File: config.mk
export PLATFORM = sky130hd
export DESIGN_NAME = rbe_output_register_flat
export DESIGN_NICKNAME = d
export VERILOG_FILES = /design/src/rtl/rbe_package.sv /design/src/rtl/hwpe_stream_intf_stream.sv /design/src/rtl/rbe_output_register_mux.sv /design/src/rtl/rbe_output_register.sv /design/src/flat_wrapper.sv
export SDC_FILE = /design/constraint.sdc
export NUM_CORES = 1
export LEC_CHECK = 0
export BUFFER_PORTS_ARGS = -buffer_cell sky130_fd_sc_hd__clkbuf_2
export CAP_MARGIN = 20
export CELL_PAD_IN_SITES_DETAIL_PLACEMENT = 0
export CELL_PAD_IN_SITES_GLOBAL_PLACEMENT = 1
export CORE_ASPECT_RATIO = 0.75
export CORE_UTILIZATION = 50
export CTS_CLUSTER_SIZE = 10
export DETAILED_ROUTE_END_ITERATION = 8
export GPL_TIMING_DRIVEN = 0
export HOLD_SLACK_MARGIN = 0.15
export PLACE_DENSITY = 0.95
export SLEW_MARGIN = 20
export SYNTH_ARGS = -nofsm -noshare
export SYNTH_HDL_FRONTEND = slang
export SYNTH_SLANG_ARGS = --single-unit
File: constraint.sdc
create_clock -name clk_i -period 20.2 [get_ports clk_i]
set_input_delay 1.01 -clock clk_i [delete_from_list [all_inputs] [get_ports clk_i]]
set_output_delay 1.01 -clock clk_i [all_outputs]
set_load 0.01 [all_outputs]
File: src/rtl/rbe_package.sv
// Shared types for the RBE output buffer: FSM state, control and flag bundles.
// clamp_len bounds a requested word count into 1..max_len.
package rbe_package;

    localparam int unsigned BINCONV_TP    = 32;
    localparam int unsigned VLEN_CNT_SIZE = 8;

    typedef enum logic [1:0] {
        OB_IDLE  = 2'd0,
        OB_FILL  = 2'd1,
        OB_DRAIN = 2'd2
    } state_out_buf_t;

    typedef struct packed {
        logic                     goto_fill;
        logic                     goto_drain;
        logic [VLEN_CNT_SIZE:0]   fill_len;
        logic [VLEN_CNT_SIZE:0]   drain_len;
    } ctrl_out_buf_t;

    typedef struct packed {
        state_out_buf_t           state;
        logic [VLEN_CNT_SIZE:0]   words_valid;
    } flags_out_buf_t;

    function automatic logic [VLEN_CNT_SIZE:0] clamp_len(
        input logic [VLEN_CNT_SIZE:0] len,
        input logic [VLEN_CNT_SIZE:0] max_len
    );
        if (len == '0) begin
            return {{VLEN_CNT_SIZE{1'b0}}, 1'b1};
        end else if (len > max_len) begin
            return max_len;
        end
        return len;
    endfunction

endpackage

File: src/rtl/hwpe_stream_intf_stream.sv
// Valid/ready word stream with byte strobes; source drives valid/data/strb, sink drives ready.
interface hwpe_stream_intf_stream #(
    parameter int unsigned DATA_WIDTH = 32
);
    logic                      valid;
    logic                      ready;
    logic [DATA_WIDTH-1:0]     data;
    logic [DATA_WIDTH/8-1:0]   strb;

    modport source (output valid, output data, output strb, input ready);
    modport sink   (input valid, input data, input strb, output ready);
endinterface

File: src/rtl/rbe_output_register_mux.sv
// Read mux selecting one buffer entry by pointer; out-of-range pointers read zero.
module rbe_output_register_mux #(
    parameter int unsigned TP       = 32,
    parameter int unsigned NPR      = 8,
    parameter int unsigned CNT_SIZE = 8
) (
    input  logic [NPR-1:0][TP-1:0] entries_i,
    input  logic [CNT_SIZE-1:0]    sel_i,
    output logic [TP-1:0]          data_o
);
    always_comb begin
        data_o = '0;
        for (int i = 0; i < int'(NPR); i++) begin
            if (sel_i == CNT_SIZE'(i)) begin
                data_o = entries_i[i];
            end
        end
    end
endmodule

File: src/rtl/rbe_output_register.sv
// NPR-entry output buffer: fills from res_i, then drains to res_o with zero read latency.
// enable_i freezes everything and drops both handshakes; clear_i wipes state at the next edge.
module rbe_output_register
    import rbe_package::*;
#(
    parameter int unsigned TP       = BINCONV_TP,
    parameter int unsigned NPR      = 8,
    parameter int unsigned CNT_SIZE = VLEN_CNT_SIZE
) (
    input  logic                   clk_i,
    input  logic                   rst_i,
    input  logic                   test_mode_i,
    input  logic                   enable_i,
    input  logic                   clear_i,
    hwpe_stream_intf_stream.sink   res_i,
    hwpe_stream_intf_stream.source res_o,
    input  ctrl_out_buf_t          ctrl_out_buf_i,
    output flags_out_buf_t         flags_out_buf_o
);
    localparam int unsigned LW = VLEN_CNT_SIZE + 1;
    localparam int unsigned CW = CNT_SIZE + 1;
    localparam logic [LW-1:0] NPR_L = LW'(NPR);

    state_out_buf_t          state_q;
    logic [CNT_SIZE-1:0]     wr_ptr_q;
    logic [CNT_SIZE-1:0]     rd_ptr_q;
    logic [CW-1:0]           words_valid_q;
    logic [NPR-1:0][TP-1:0]  entry_q;

    logic [CW-1:0] eff_fill_len;
    logic [CW-1:0] eff_drain_len;
    logic          active;
    logic          in_hs;
    logic          out_hs;
    logic          last_wr;
    logic          last_rd;
    logic          unused_ok;

    assign eff_fill_len  = CW'(clamp_len(ctrl_out_buf_i.fill_len, NPR_L));
    assign eff_drain_len = CW'(clamp_len(ctrl_out_buf_i.drain_len, NPR_L));

    // Handshakes are gated here so a frozen or clearing cycle can never consume a word.
    assign active      = enable_i & ~clear_i;
    assign res_i.ready = active & (state_q == OB_FILL);
    assign res_o.valid = active & (state_q == OB_DRAIN);
    assign res_o.strb  = '1;

    assign in_hs   = res_i.valid & res_i.ready;
    assign out_hs  = res_o.valid & res_o.ready;
    assign last_wr = ({1'b0, wr_ptr_q} == eff_fill_len - CW'(1));
    assign last_rd = ({1'b0, rd_ptr_q} == eff_drain_len - CW'(1));

    rbe_output_register_mux #(
        .TP       (TP),
        .NPR      (NPR),
        .CNT_SIZE (CNT_SIZE)
    ) i_mux (
        .entries_i (entry_q),
        .sel_i     (rd_ptr_q),
        .data_o    (res_o.data)
    );

    always_ff @(posedge clk_i or posedge rst_i) begin
        if (rst_i) begin
            state_q       <= OB_IDLE;
            wr_ptr_q      <= '0;
            rd_ptr_q      <= '0;
            words_valid_q <= '0;
            entry_q       <= '0;
        end else if (clear_i) begin
            state_q       <= OB_IDLE;
            wr_ptr_q      <= '0;
            rd_ptr_q      <= '0;
            words_valid_q <= '0;
            entry_q       <= '0;
        end else if (enable_i) begin
            case (state_q)
                OB_IDLE: begin
                    if (ctrl_out_buf_i.goto_fill) begin
                        state_q       <= OB_FILL;
                        wr_ptr_q      <= '0;
                        words_valid_q <= '0;
                    end else if (ctrl_out_buf_i.goto_drain) begin
                        state_q  <= OB_DRAIN;
                        rd_ptr_q <= '0;
                    end
                end
                OB_FILL: begin
                    if (in_hs) begin
                        for (int i = 0; i < int'(NPR); i++) begin
                            if (wr_ptr_q == CNT_SIZE'(i)) begin
                                entry_q[i] <= res_i.data;
                            end
                        end
                        if (last_wr) begin
                            wr_ptr_q      <= '0;
                            words_valid_q <= eff_fill_len;
                            state_q       <= OB_IDLE;
                        end else begin
                            wr_ptr_q <= wr_ptr_q + CNT_SIZE'(1);
                        end
                    end
                end
                OB_DRAIN: begin
                    if (out_hs) begin
                        if (last_rd) begin
                            rd_ptr_q <= '0;
                            state_q  <= OB_IDLE;
                        end else begin
                            rd_ptr_q <= rd_ptr_q + CNT_SIZE'(1);
                        end
                    end
                end
                default: state_q <= OB_IDLE;
            endcase
        end
    end

    assign flags_out_buf_o.state       = state_q;
    assign flags_out_buf_o.words_valid = LW'(words_valid_q);

    assign unused_ok = ^{test_mode_i, res_i.strb};
endmodule
File: src/flat_wrapper.sv
// flat-port wrapper written by rule: the top's interface ports become plain ports
module rbe_output_register_flat import rbe_package::*;
#(
    parameter int unsigned TP       = BINCONV_TP,
    parameter int unsigned NPR      = 8,
    parameter int unsigned CNT_SIZE = VLEN_CNT_SIZE
)
  (clk_i, rst_i, test_mode_i, enable_i, clear_i, ctrl_out_buf_i, flags_out_buf_o, res_i_valid, res_i_data, res_i_strb, res_i_ready, res_o_valid, res_o_data, res_o_strb, res_o_ready);
  hwpe_stream_intf_stream res_i_i ();
  hwpe_stream_intf_stream res_o_i ();
  input  logic clk_i;
  input  logic rst_i;
  input  logic test_mode_i;
  input  logic enable_i;
  input  logic clear_i;
  input  ctrl_out_buf_t ctrl_out_buf_i;
  output flags_out_buf_t flags_out_buf_o;
  input wire logic [$bits(res_i_i.valid)-1:0] res_i_valid;
  input wire logic [$bits(res_i_i.data)-1:0] res_i_data;
  input wire logic [$bits(res_i_i.strb)-1:0] res_i_strb;
  output wire logic [$bits(res_i_i.ready)-1:0] res_i_ready;
  output wire logic [$bits(res_o_i.valid)-1:0] res_o_valid;
  output wire logic [$bits(res_o_i.data)-1:0] res_o_data;
  output wire logic [$bits(res_o_i.strb)-1:0] res_o_strb;
  input wire logic [$bits(res_o_i.ready)-1:0] res_o_ready;
  assign res_i_i.valid = res_i_valid;
  assign res_i_i.data = res_i_data;
  assign res_i_i.strb = res_i_strb;
  assign res_i_ready = res_i_i.ready;
  assign res_o_valid = res_o_i.valid;
  assign res_o_data = res_o_i.data;
  assign res_o_strb = res_o_i.strb;
  assign res_o_i.ready = res_o_ready;
  rbe_output_register #(.TP(TP), .NPR(NPR), .CNT_SIZE(CNT_SIZE)) u_core (.clk_i(clk_i), .rst_i(rst_i), .test_mode_i(test_mode_i), .enable_i(enable_i), .clear_i(clear_i), .res_i(res_i_i), .res_o(res_o_i), .ctrl_out_buf_i(ctrl_out_buf_i), .flags_out_buf_o(flags_out_buf_o));
endmodule
==> impl_metrics.yaml, run 1 <==
yosys:
  post_synthesis_register_bit_count: 283
  synth_area_um2: 14300
  yosys_warnings: 0
  synthAdderAreaFrac_pct: 0.876
  post-synth-top-count-cell: "nand2_1"
  synthesis.instances: 1646
  post-synth-top-area-fraction_pct: 49.6
  synth_sequential_area_ratio_pct: 49.6
  ys_types: 58
  synthFlopType: "dfrtp_1"
  post_synth_main_area_contributors: "dfrtp_1 (50%), nand2_1 (13%), a21oi_1 (7.0%), o21ai_0 (2.6%), clkbuf_1 (2.4%)"
  synthSimpleGateAreaFrac_pct: 20.1
  synth_mux_area_share_pct: 0.219
  number_of_enable_type_register_cells_in_the_synthesized_netlist: 0
  avgSynthCellArea_um2: 8.68
  synth_top_cell_by_area: "dfrtp_1"
  yosys.area_share.xor_xnor_pct: 0.920
  synth_top_family_by_area: "compound AO/OA/AOI/OAI gates"
  synthTopCellsByCount: "nand2_1 (506), dfrtp_1 (283), a21oi_1 (200), clkbuf_1 (92), o21ai_0 (74)"
  async_reset_ff_share_pct: 100
  share_of_the_synthesized_area_in_compound_gates_ao_oa_aoi_oai_pct: 21.5
final_layout:
  drive_gt1_share_pct: 13.3
  syn2layout_area_growth_pct: 12.7
  design_area_um2: 16100
  layout.nets: 1830
  postLayoutCoreUtil_pct: 57.4
  diodes: 0
sta:
  timing_worst_slew_pin_value_ps: 1150
  final_number_of_hold_violating_endpoints: 0
  slew_violations: 0
  setup_viol_count_final: 0
  fin_crit_sh_pct: 22.3
  worst_clock_skew_ps: 12.6
  grt_setup_unrepaired: "no"
  tns_ps: 0
  hold_slack_ps: 482
  maxSlewHeadroom_pct: 23.7
  min_tclk_post_route_ps: 4510
  max_clock_freq_mhz: 222
setup_path:
  crit_path_start_kind: "register"
  path_delay_family: "buffers and inverters"
  biggest_cell_delay_along_the_critical_path_ps: 620
  worstPathMaxFanout: 10
  critical-path-top-cell-by-count: "buf_2"
  critical_path.endpoint_type: "primary output"
  worst_ep_arrival_time_ps: 3500
  critical_path_cell_sequence: "nor4_4 > and2_1 > buf_2 > nand2_1 > buf_2 > clkbuf_1 > o211ai_1 > a31oi_1 > clkbuf_2"
  required_ps: 19190
  worstPathBufferInverterCount: 4
  cp_slowest_cell: "nor4_4"
  timing_worst_setup_path_type: "reg2out"
clock_network:
  cts_tree: "done"
  deepest_clock_path_buffer_count: 3
  cts_inserted_buffers: 34
  clk_pin_slew_worst_setup_hold_paths_ps: 60
  root_buffer: "clkbuf_16"
  cts.repair.resized: 0
  ctsHtreeMaxLevel: 2
  postCtsHoldBufs: 0
  tritoncts_sink_count: 283
  number_of_setup_buffers_added_after_cts: 0
  clock_latency_ps: 510
pwr:
  power.density_cell_area_nw_per_um2: 82.3
  ir_drop_mv: 0.0482
  power.leakage_nw: 6.72
floorplan:
  floorplan.die_area_um2: 29300
  die_span_in_y_um: 148
  floorplan.io_pins: 112
  core_area_um2: 28100
  die_w_um: 197
  std_cell_rows: 53
  floorplan.initialDensity_pct: 50.9
outcome:
  outcome: "finished clean"
min_path:
  hold_class: "reg2reg"
route:
  detailedRoute.firstIterationViolations: 1639
  vias_per_cell: 6.06
  antenna_violating_nets_post_route: 0
  drt_pass1_iterations: 5
  drc: 0
  dr_vias: 13000
  totalWireLength_um: 46500
  drt-wirelength-per-cell_um: 21.7
placement:
  placement.cell_area_um2: 15200
  buffer_ports.inserted: 70
  hpwl_dp_um: 31200
  gp_routability_congestion: 0.946
global_route:
  first_global_vias: 12400
  antenna_violations_before_repair: 0
  grt_start_max_net_pins: 100
  gr-usage-all-layers_pct: 32.3
  grt_overflow: 0
  grt_first_pass_wirelength_um: 72100
job:
  max_cap_violation_count: 0
## worst paths after layout
| check | startpoint | to | slack (ps) | cells past startpoint |
|---|---|---|---|---|
| worst max-delay path | u_core.rd_ptr_q[6]$_DFFE_PP0P_ | res_o_data[18] | 15690 | 9 |
| worst min-delay path | u_core.entry_q[39]$_DFFE_PP0P_ | u_core.entry_q[39]$_DFFE_PP0P_ | 480 | 2 |
| worst max register to register | u_core.state_q[0]$_DFFE_PP0P_ | u_core.entry_q[252]$_DFFE_PP0P_ | 17170 | 7 |
| worst min register to register | u_core.entry_q[39]$_DFFE_PP0P_ | u_core.entry_q[39]$_DFFE_PP0P_ | 480 | 2 |
| max in group asynchronous | rst_i | u_core.entry_q[80]$_DFFE_PP0P_ | 18190 | 4 |
| min in group asynchronous | rst_i | u_core.words_valid_q[0]$_DFFE_PP0P_ | 590 | 2 |
## layer usage
metal	vias to the layer above	GRT usage, %	share of wire, %
met5	-	0	0
met4	0	9.26	2.6
met3	86	7.07	10
met2	695	48.7	43
met1	6380	46.8	44
li1	5859	-	-
## through the flow
step           total power, mW  cells  worst slack, ps
2_1_floorplan            0.719   1649            11380
3_3_place_gp             0.789   2104             8120
3_5_place_dp             0.792   2106            16320
4_1_cts                   1.32   2147            15810
5_1_grt                   1.37   2147            15650
6_report                  1.32   2147            15690
## placed cells by master (no fill, tap or decap), types with 3 or more instances in the layout
cell	netlist	layout
nor2_1	23	23
conb_1	1	4
nand2b_1	37	37
nand4_1	3	3
buf_6	21	21
buf_4	13	13
a31oi_1	34	34
clkbuf_1	92	96
inv_1	13	12
and3_1	35	35
dfrtp_1	283	283
clkbuf_16	0	35
xor2_1	8	8
clkbuf_2	0	70
a221oi_1	32	32
xnor2_1	7	7
nand2_1	506	506
nor4_4	3	3
a21oi_1	200	200
and2_1	12	12
o21ai_0	74	74
nand3_1	9	9
o21bai_1	3	3
o211ai_1	36	36
a221o_1	30	30
nor2b_1	7	7
a21oi_2	31	31
o2bb2ai_1	3	3
o22ai_1	32	32
ha_1	10	10
nor3_1	5	5
buf_2	47	47
## tightest hold or removal path, cell delays in order (launching register included)
cell,delay [ps]
dfrtp_1,340
nand2_1,50
o21ai_0,60
## cell families (layout without fill, tap and decap cells)
logic type	after synthesis	in the layout
xor+xnor	15	15
other cells	1	4
buf+inv	187	300
simple gates	658	658
compound gates	489	489
flops	283	283
mux	3	3
fa+ha+maj	10	10
## where the power goes
group	switching, mW	leakage, nW	total, mW	internal (mW)
Sequential	0.00899	3.92	0.589	0.580
Clock	0.228	0.444	0.536	0.308
Combinational	0.137	2.35	0.199	0.0617
Total	0.374	6.72	1.32	0.950
## state kept, by name (all words and copies together) (netlist names)
signal and count:
u_core.rd_ptr_q 8, u_core.state_q 2, u_core.wr_ptr_q 8, u_core.entry_q 256
u_core.words_valid_q 9
## final cells by class
cell class / count / area, um2
Clock buffer: 39 / 891
Sequential cell: 283 / 7080
Multi-Input combinational cell: 1179 / 6250
Fill cell: 2572 / 12000
Tap cell: 385 / 482
Buffer: 174 / 918
Timing Repair Buffer: 72 / 405
Inverter: 13 / 56.3
Clock inverter: 2 / 13.8
No activity file was read; power rests on OpenSTA's default activity.
==> run 2: changes to the inputs <==
--- a/config.mk
+++ b/config.mk
@@ -10,12 +10,12 @@
 export CELL_PAD_IN_SITES_DETAIL_PLACEMENT = 0
 export CELL_PAD_IN_SITES_GLOBAL_PLACEMENT = 1
 export CORE_ASPECT_RATIO = 0.75
-export CORE_UTILIZATION = 50
+export CORE_UTILIZATION = 46
 export CTS_CLUSTER_SIZE = 10
 export DETAILED_ROUTE_END_ITERATION = 8
 export GPL_TIMING_DRIVEN = 0
 export HOLD_SLACK_MARGIN = 0.15
-export PLACE_DENSITY = 0.95
+export PLACE_DENSITY = 0.9
 export SLEW_MARGIN = 20
 export SYNTH_ARGS = -nofsm -noshare
 export SYNTH_HDL_FRONTEND = slang
==> constraint.sdc (replaced) <==
create_clock -name clk_i -period 4.58 [get_ports clk_i]
set_input_delay 0.229 -clock clk_i [delete_from_list [all_inputs] [get_ports clk_i]]
set_output_delay 0.229 -clock clk_i [all_outputs]
set_load 0.01 [all_outputs]
==> impl_metrics.yaml, run 2 (same netlist as run 1, synthesis figures left out) <==
outcome:
  outcome: "finished clean"
final_layout:
  mostFrequentLayoutCell: "nand2_1"
  leading_registers_by_flop_count: "u_core.entry_q: 256 flops, u_core.words_valid_q: 9 flops"
  layout.nets: 1875
  final-instance-count-excl-fill: 2206
  registers.top_by_ff_count: "u_core.entry_q"
  largest_reg_flops: 256
  postLayoutCoreUtil_pct: 55.0
  most-common-layout-cells: "nand2_1 (506), dfrtp_1 (283), a21oi_1 (200)"
  diodes: 0
  syn2layout_area_growth_pct: 16.8
  drive_gt1_share_pct: 13.6
clock_network:
  tritoncts_sink_count: 283
  postCtsHoldBufs: 37
  cts.repair.resized: 0
  clk_pin_slew_worst_setup_hold_paths_ps: 50
  cts_inserted_buffers: 34
  deepest_clock_path_buffer_count: 3
  root_buffer: "clkbuf_16"
  ctsHtreeMaxLevel: 2
  cts_tree: "done"
  clock_latency_ps: 530
  number_of_setup_buffers_added_after_cts: 0
setup_path:
  required_ps: 4350
  worst_ep_arrival_time_ps: 3570
  worstPathMaxFanout: 10
  crit_path_start_kind: "register"
  path_delay_family: "buffers and inverters"
  biggest_cell_delay_along_the_critical_path_ps: 640
  worstPathBufferInverterCount: 3
  critical_path.endpoint_type: "primary output"
  critical_path_cell_sequence: "nor4_4 > and2_1 > buf_2 > clkbuf_1 > o21ai_0 > a31oi_1 > clkbuf_2"
  cp_slowest_cell: "nor4_4"
  timing_worst_setup_path_type: "reg2out"
sta:
  fin_crit_sh_pct: 82.9
  min_tclk_post_route_ps: 3800
  maxSlewHeadroom_pct: 34.7
  slew_violations: 0
  final_number_of_hold_violating_endpoints: 0
  setup_viol_count_final: 0
  timing_worst_slew_pin_value_ps: 979
  worst_clock_skew_ps: 9.53
  max_clock_freq_mhz: 263
  grt_setup_unrepaired: "no"
pwr:
  power.density_cell_area_nw_per_um2: 360
  finalPower_mw: 6.00
  ir_drop_mv: 0.288
  power.leakage_nw: 6.97
floorplan:
  floorplan.io_pins: 112
  floorplan.initialDensity_pct: 47.1
  floorplan.die_area_um2: 31800
  core_area_um2: 30300
  die_w_um: 205
  die_span_in_y_um: 155
  std_cell_rows: 55
route:
  totalWireLength_um: 48400
  drt-wirelength-per-cell_um: 21.9
  antenna_violating_nets_post_route: 0
  detailedRoute.firstIterationViolations: 1435
  vias_per_cell: 6.04
  drt_pass1_iterations: 6
  dr_vias: 13300
  drc: 0
placement:
  hpwl_dp_um: 32900
  buffer_ports.inserted: 70
  post-place-cells: 2128
  gp_routability_congestion: 0.923
global_route:
  antenna_violations_before_repair: 0
  grt_first_pass_wirelength_um: 74700
  gr-usage-all-layers_pct: 30.8
  grt_start_max_net_pins: 34
  first_global_vias: 12900
  grt_overflow: 0
job:
  max_cap_violation_count: 0
min_path:
  hold_class: "in2reg"
==> run 2: routing by layer <==
layer	global-route usage, %	vias up	part of all wire, %
li1	-	5935	-
met1	45.0	6609	44
met2	45.6	676	44
met3	6.30	112	9.9
met4	9.81	0	2.6
met5	0	-	0
==> run 2: cell type report <==
class / count / area [um2]
fill: 2800 / 13700
clock inverter: 1 / 5.00
tap: 399 / 499
sequential: 283 / 7080
buffer: 174 / 918
clock buffer: 40 / 947
multi-input combinational: 1179 / 6250
timing repair buffer: 117 / 936
inverter: 13 / 52.6
==> run 2: worst paths after layout <==
kind                       slack [ps]  cells past startpoint                           start                         endpoint
setup / recovery                  780                      7  u_core.rd_ptr_q[6]$_DFFE_PP0P_                   res_o_data[31]
hold / removal                    150                      4                         clear_i   u_core.wr_ptr_q[1]$_DFFE_PP0P_
setup reg to reg                 1450                      6  u_core.wr_ptr_q[5]$_DFFE_PP0P_  u_core.entry_q[251]$_DFFE_PP0P_
hold reg to reg                   480                      2  u_core.entry_q[53]$_DFFE_PP0P_   u_core.entry_q[53]$_DFFE_PP0P_
max in group asynchronous        3010                      7                           rst_i  u_core.entry_q[206]$_DFFE_PP0P_
min in group asynchronous         300                      3                           rst_i    u_core.state_q[0]$_DFFE_PP0P_
==> run 2: tightest hold or removal path, stage by stage <==
cell	delay, ps
clkbuf_2	140
nor3b_1	110
nand3_1	100
o22ai_1	60
==> run 2: stage by stage <==
stage	hold WS (ps)	worst slack [ps]	TNS (ps)	cell area, um2
floorplan	353	602	0	14300
global placement	462	-1190	-327580	15100
detailed placement	296	1500	0	15400
CTS	162	929	0	16700
global route	197	677	0	16700
finish	152	784	0	16700
==> run 2: report_power, final <==
| part | leakage [nW] | switching, mW | internal (mW) |
|---|---|---|---|
| sequential | 3.92 | 0.0389 | 2.56 |
| clock | 0.469 | 1.05 | 1.44 |
| combinational | 2.58 | 0.615 | 0.306 |
==> run 3: changes to the inputs <==
--- a/config.mk
+++ b/config.mk
@@ -5,12 +5,13 @@
 export SDC_FILE = /design/constraint.sdc
 export NUM_CORES = 1
 export LEC_CHECK = 0
+export ABC_AREA = 1
 export BUFFER_PORTS_ARGS = -buffer_cell sky130_fd_sc_hd__clkbuf_2
 export CAP_MARGIN = 20
 export CELL_PAD_IN_SITES_DETAIL_PLACEMENT = 0
 export CELL_PAD_IN_SITES_GLOBAL_PLACEMENT = 1
 export CORE_ASPECT_RATIO = 0.75
-export CORE_UTILIZATION = 46
+export CORE_UTILIZATION = 45
 export CTS_CLUSTER_SIZE = 10
 export DETAILED_ROUTE_END_ITERATION = 8
 export GPL_TIMING_DRIVEN = 0
==> constraint.sdc (replaced) <==
create_clock -name clk_i -period 3.5 [get_ports clk_i]
set_input_delay 0.175 -clock clk_i [delete_from_list [all_inputs] [get_ports clk_i]]
set_output_delay 0.175 -clock clk_i [all_outputs]
set_load 0.01 [all_outputs]
==> impl_metrics.yaml, run 3 <==
clock_network:
  cts_tree: "done"
  ctsHtreeMaxLevel: 2
  cts_inserted_buffers: 34
  deepest_clock_path_buffer_count: 3
  root_buffer: "clkbuf_16"
  tritoncts_sink_count: 283
  clock_latency_ps: 520
  clk_pin_slew_worst_setup_hold_paths_ps: 50
route:
  drt-wirelength-per-cell_um: 19.3
  totalWireLength_um: 45700
  detailedRoute.firstIterationViolations: 1205
  antenna_violating_nets_post_route: 0
  vias_per_cell: 5.45
  drc: 0
  dr_vias: 12900
  drt_pass1_iterations: 5
setup_path:
  r2r_setup_slack_ps: 720
  reg2regPathDepth: 6
  critical_path.reg2reg.endpoint: "u_core.entry_q[253]$_DFFE_PP0P_"
  critical_path.endpoint_type: "primary output"
  worst_ep_arrival_time_ps: 3130
  worstPathMaxFanout: 10
  required_ps: 3320
  timing_worst_setup_path_type: "reg2out"
  r2r-start: "u_core.wr_ptr_q[6]$_DFFE_PP0P_"
  crit_path_start_kind: "register"
global_route:
  grt_first_pass_wirelength_um: 71100
  gr-usage-all-layers_pct: 29.8
  grt_overflow: 0
  antenna_violations_before_repair: 0
  grt_start_max_net_pins: 34
  first_global_vias: 12300
final_layout:
  syn2layout_area_growth_pct: 18.0
  diodes: 0
  num-fill-cells: 2898
  area_occupied_by_registers_um2: 7080
  registers.top_by_ff_count: "u_core.entry_q"
  most-common-layout-cells: "nand2_1 (571), dfrtp_1 (283), o21ai_0 (215)"
  leading_registers_by_flop_count: "u_core.entry_q: 256 flops, u_core.words_valid_q: 9 flops"
  drive_gt1_share_pct: 11.8
  mostFrequentLayoutCell: "nand2_1"
  multiInputGateArea_um2: 5870
  layout.nets: 2033
  largest_reg_flops: 256
sta:
  grt_setup_unrepaired: "yes"
  maxSlewHeadroom_pct: 41.6
  setup_viol_count_final: 0
  fin_crit_sh_pct: 94.3
  worst_clock_skew_ps: 8.80
  final_critical_path_setup_slack_ps: 200
  slew_violations: 0
  timing_worst_slew_pin_value_ps: 875
  min_tclk_post_route_ps: 3300
  max_clock_freq_mhz: 303
  final_number_of_hold_violating_endpoints: 0
  hold_slack_ps: 174
yosys:
  synth_area_um2: 13900
  synthFlopType: "dfrtp_1"
  post_synthesis_register_bit_count: 283
  number_of_enable_type_register_cells_in_the_synthesized_netlist: 0
  post_synth_main_area_contributors: "dfrtp_1 (51%), nand2_1 (15%), o21ai_0 (7.8%), nand3_1 (4.6%), nor2_1 (4.2%)"
  synthSimpleGateAreaFrac_pct: 26.5
  share_of_the_synthesized_area_in_compound_gates_ao_oa_aoi_oai_pct: 14.0
  synthAdderAreaFrac_pct: 0.902
  synth_top_cell_by_area: "dfrtp_1"
  yosys.area_share.xor_xnor_pct: 0.505
  async_reset_ff_share_pct: 100
  synth_mux_area_share_pct: 0
  ys_types: 41
  synth_sequential_area_ratio_pct: 51.0
  synthesis.instances: 1784
  avgSynthCellArea_um2: 7.78
  yosys_warnings: 0
  post-synth-top-area-fraction_pct: 51.0
  post-synth-top-count-cell: "nand2_1"
  synthTopCellsByCount: "nand2_1 (571), dfrtp_1 (283), o21ai_0 (215), nor2_1 (155)"
  synth_top_family_by_area: "simple AND/OR/NAND/NOR gates"
placement:
  pre_cts_ws_ps: 509
  buffer_ports.inserted: 102
  gp_routability_congestion: 0.924
  hpwl_dp_um: 32700
min_path:
  hp-start: "res_i_data[0]"
  hold_end: "u_core.entry_q[160]$_DFFE_PP0P_"
  hold_class: "in2reg"
  min_path_cells: 3
floorplan:
  std_cell_rows: 55
  core_area_um2: 30200
  floorplan.die_area_um2: 31500
  floorplan.initialDensity_pct: 45.9
  die_span_in_y_um: 154
  floorplan.io_pins: 112
  die_w_um: 205
job:
  max_cap_violation_count: 0
pwr:
  ir_drop_mv: 0.369
  power.density_cell_area_nw_per_um2: 534
  power.leakage_nw: 7.98
outcome:
  outcome: "finished clean"
[run 3: cell types whose count changed after synthesis, sizes merged, moves of 43 or more]
cell / change
nand3: +121
inv: +122
nand2: +68
o21ai: +179
a21oi: -187
nor2: +137
buf: -43
[run 3: cell type report]
| class | count | area share [%] |
|---|---|---|
| Tap cell | 399 | 3.05 |
| Clock inverter | 1 | 0.0306 |
| Sequential cell | 283 | 43.2 |
| Multi-Input combinational cell | 1267 | 35.8 |
| Buffer | 102 | 2.92 |
| Inverter | 135 | 3.13 |
| Clock buffer | 41 | 5.74 |
| Timing Repair Buffer | 137 | 6.07 |
[run 3: timing repair]
action	in CTS	in global routing
pin swaps	0	1
endpoints found under the hold margin	156	0
resized for setup	1	14
hold buffers	24	0
buffers inserted	0	1
setup endpoints to repair	9	24
[run 3: routing by layer]
metal | global-route usage [%] | share of wire (%) | vias to the layer above
met5 | 0 | 0 | -
met4 | 8.96 | 2.7 | 0
met3 | 10.8 | 11 | 81
met2 | 43.8 | 43 | 510
met1 | 41.1 | 43 | 6193
li1 | - | - | 6105
[run 3: report_power, final]
part           total, mW  internal [mW]  switching (mW)
Sequential          3.69           3.54           0.148
Combinational       1.88          0.595            1.28
Clock               3.19           1.87            1.32
[run 3: logic make-up (layout without fill, tap and decap cells)]
group | Yosys count | after routing
DFF | 283 | 283
adders and majority gates | 10 | 10
buffers and inverters | 237 | 416
AOI/OAI and AO/OA | 349 | 349
other | 1 | 4
and+or+nand+nor | 896 | 896
xor gates and xnor gates | 8 | 8
[run 3: through the flow]
step | setup TNS, ps | power, mW | util, % | instances | area, um2
3_3_place_gp | -615620 | 5.51 | 49.3 | 2288 | 14900
2_1_floorplan | -120070 | 4.85 | - | 1787 | 13900
6_report | 0 | 8.75 | 54.2 | 2365 | 16400
3_5_place_dp | 0 | 5.57 | 50.1 | 2298 | 15100
4_1_cts | 0 | 8.76 | 54.1 | 2364 | 16300
5_1_grt | -24.2 | 9.14 | 54.2 | 2365 | 16400
[run 3: critical path, stage by stage, from the launching register on]
cell and delay, ps:
dfrtp_1 410, inv_1 180, ha_1 180, inv_1 60, nor3_2 410, buf_2 370
nand3_1 110, nand3_1 100, o211ai_1 210, nand3_1 170, nand2_1 80, nand3_1 100
nand2_1 60, nand2_1 50, clkbuf_2 120
[run 3: worst max-delay path by stage]
stage,from,endpoint
finish,u_core.rd_ptr_q[0]$_DFFE_PP0P_,res_o_data[21]
global route,u_core.rd_ptr_q[0]$_DFFE_PP0P_,res_o_data[21]
CTS,u_core.rd_ptr_q[4]$_DFFE_PP0P_,res_o_data[0]
detailed placement,u_core.rd_ptr_q[4]$_DFFE_PP0P_,res_o_data[18]
global placement,rst_i,u_core.entry_q[228]$_DFFE_PP0P_
floorplan,rst_i,u_core.entry_q[0]$_DFFE_PP0P_
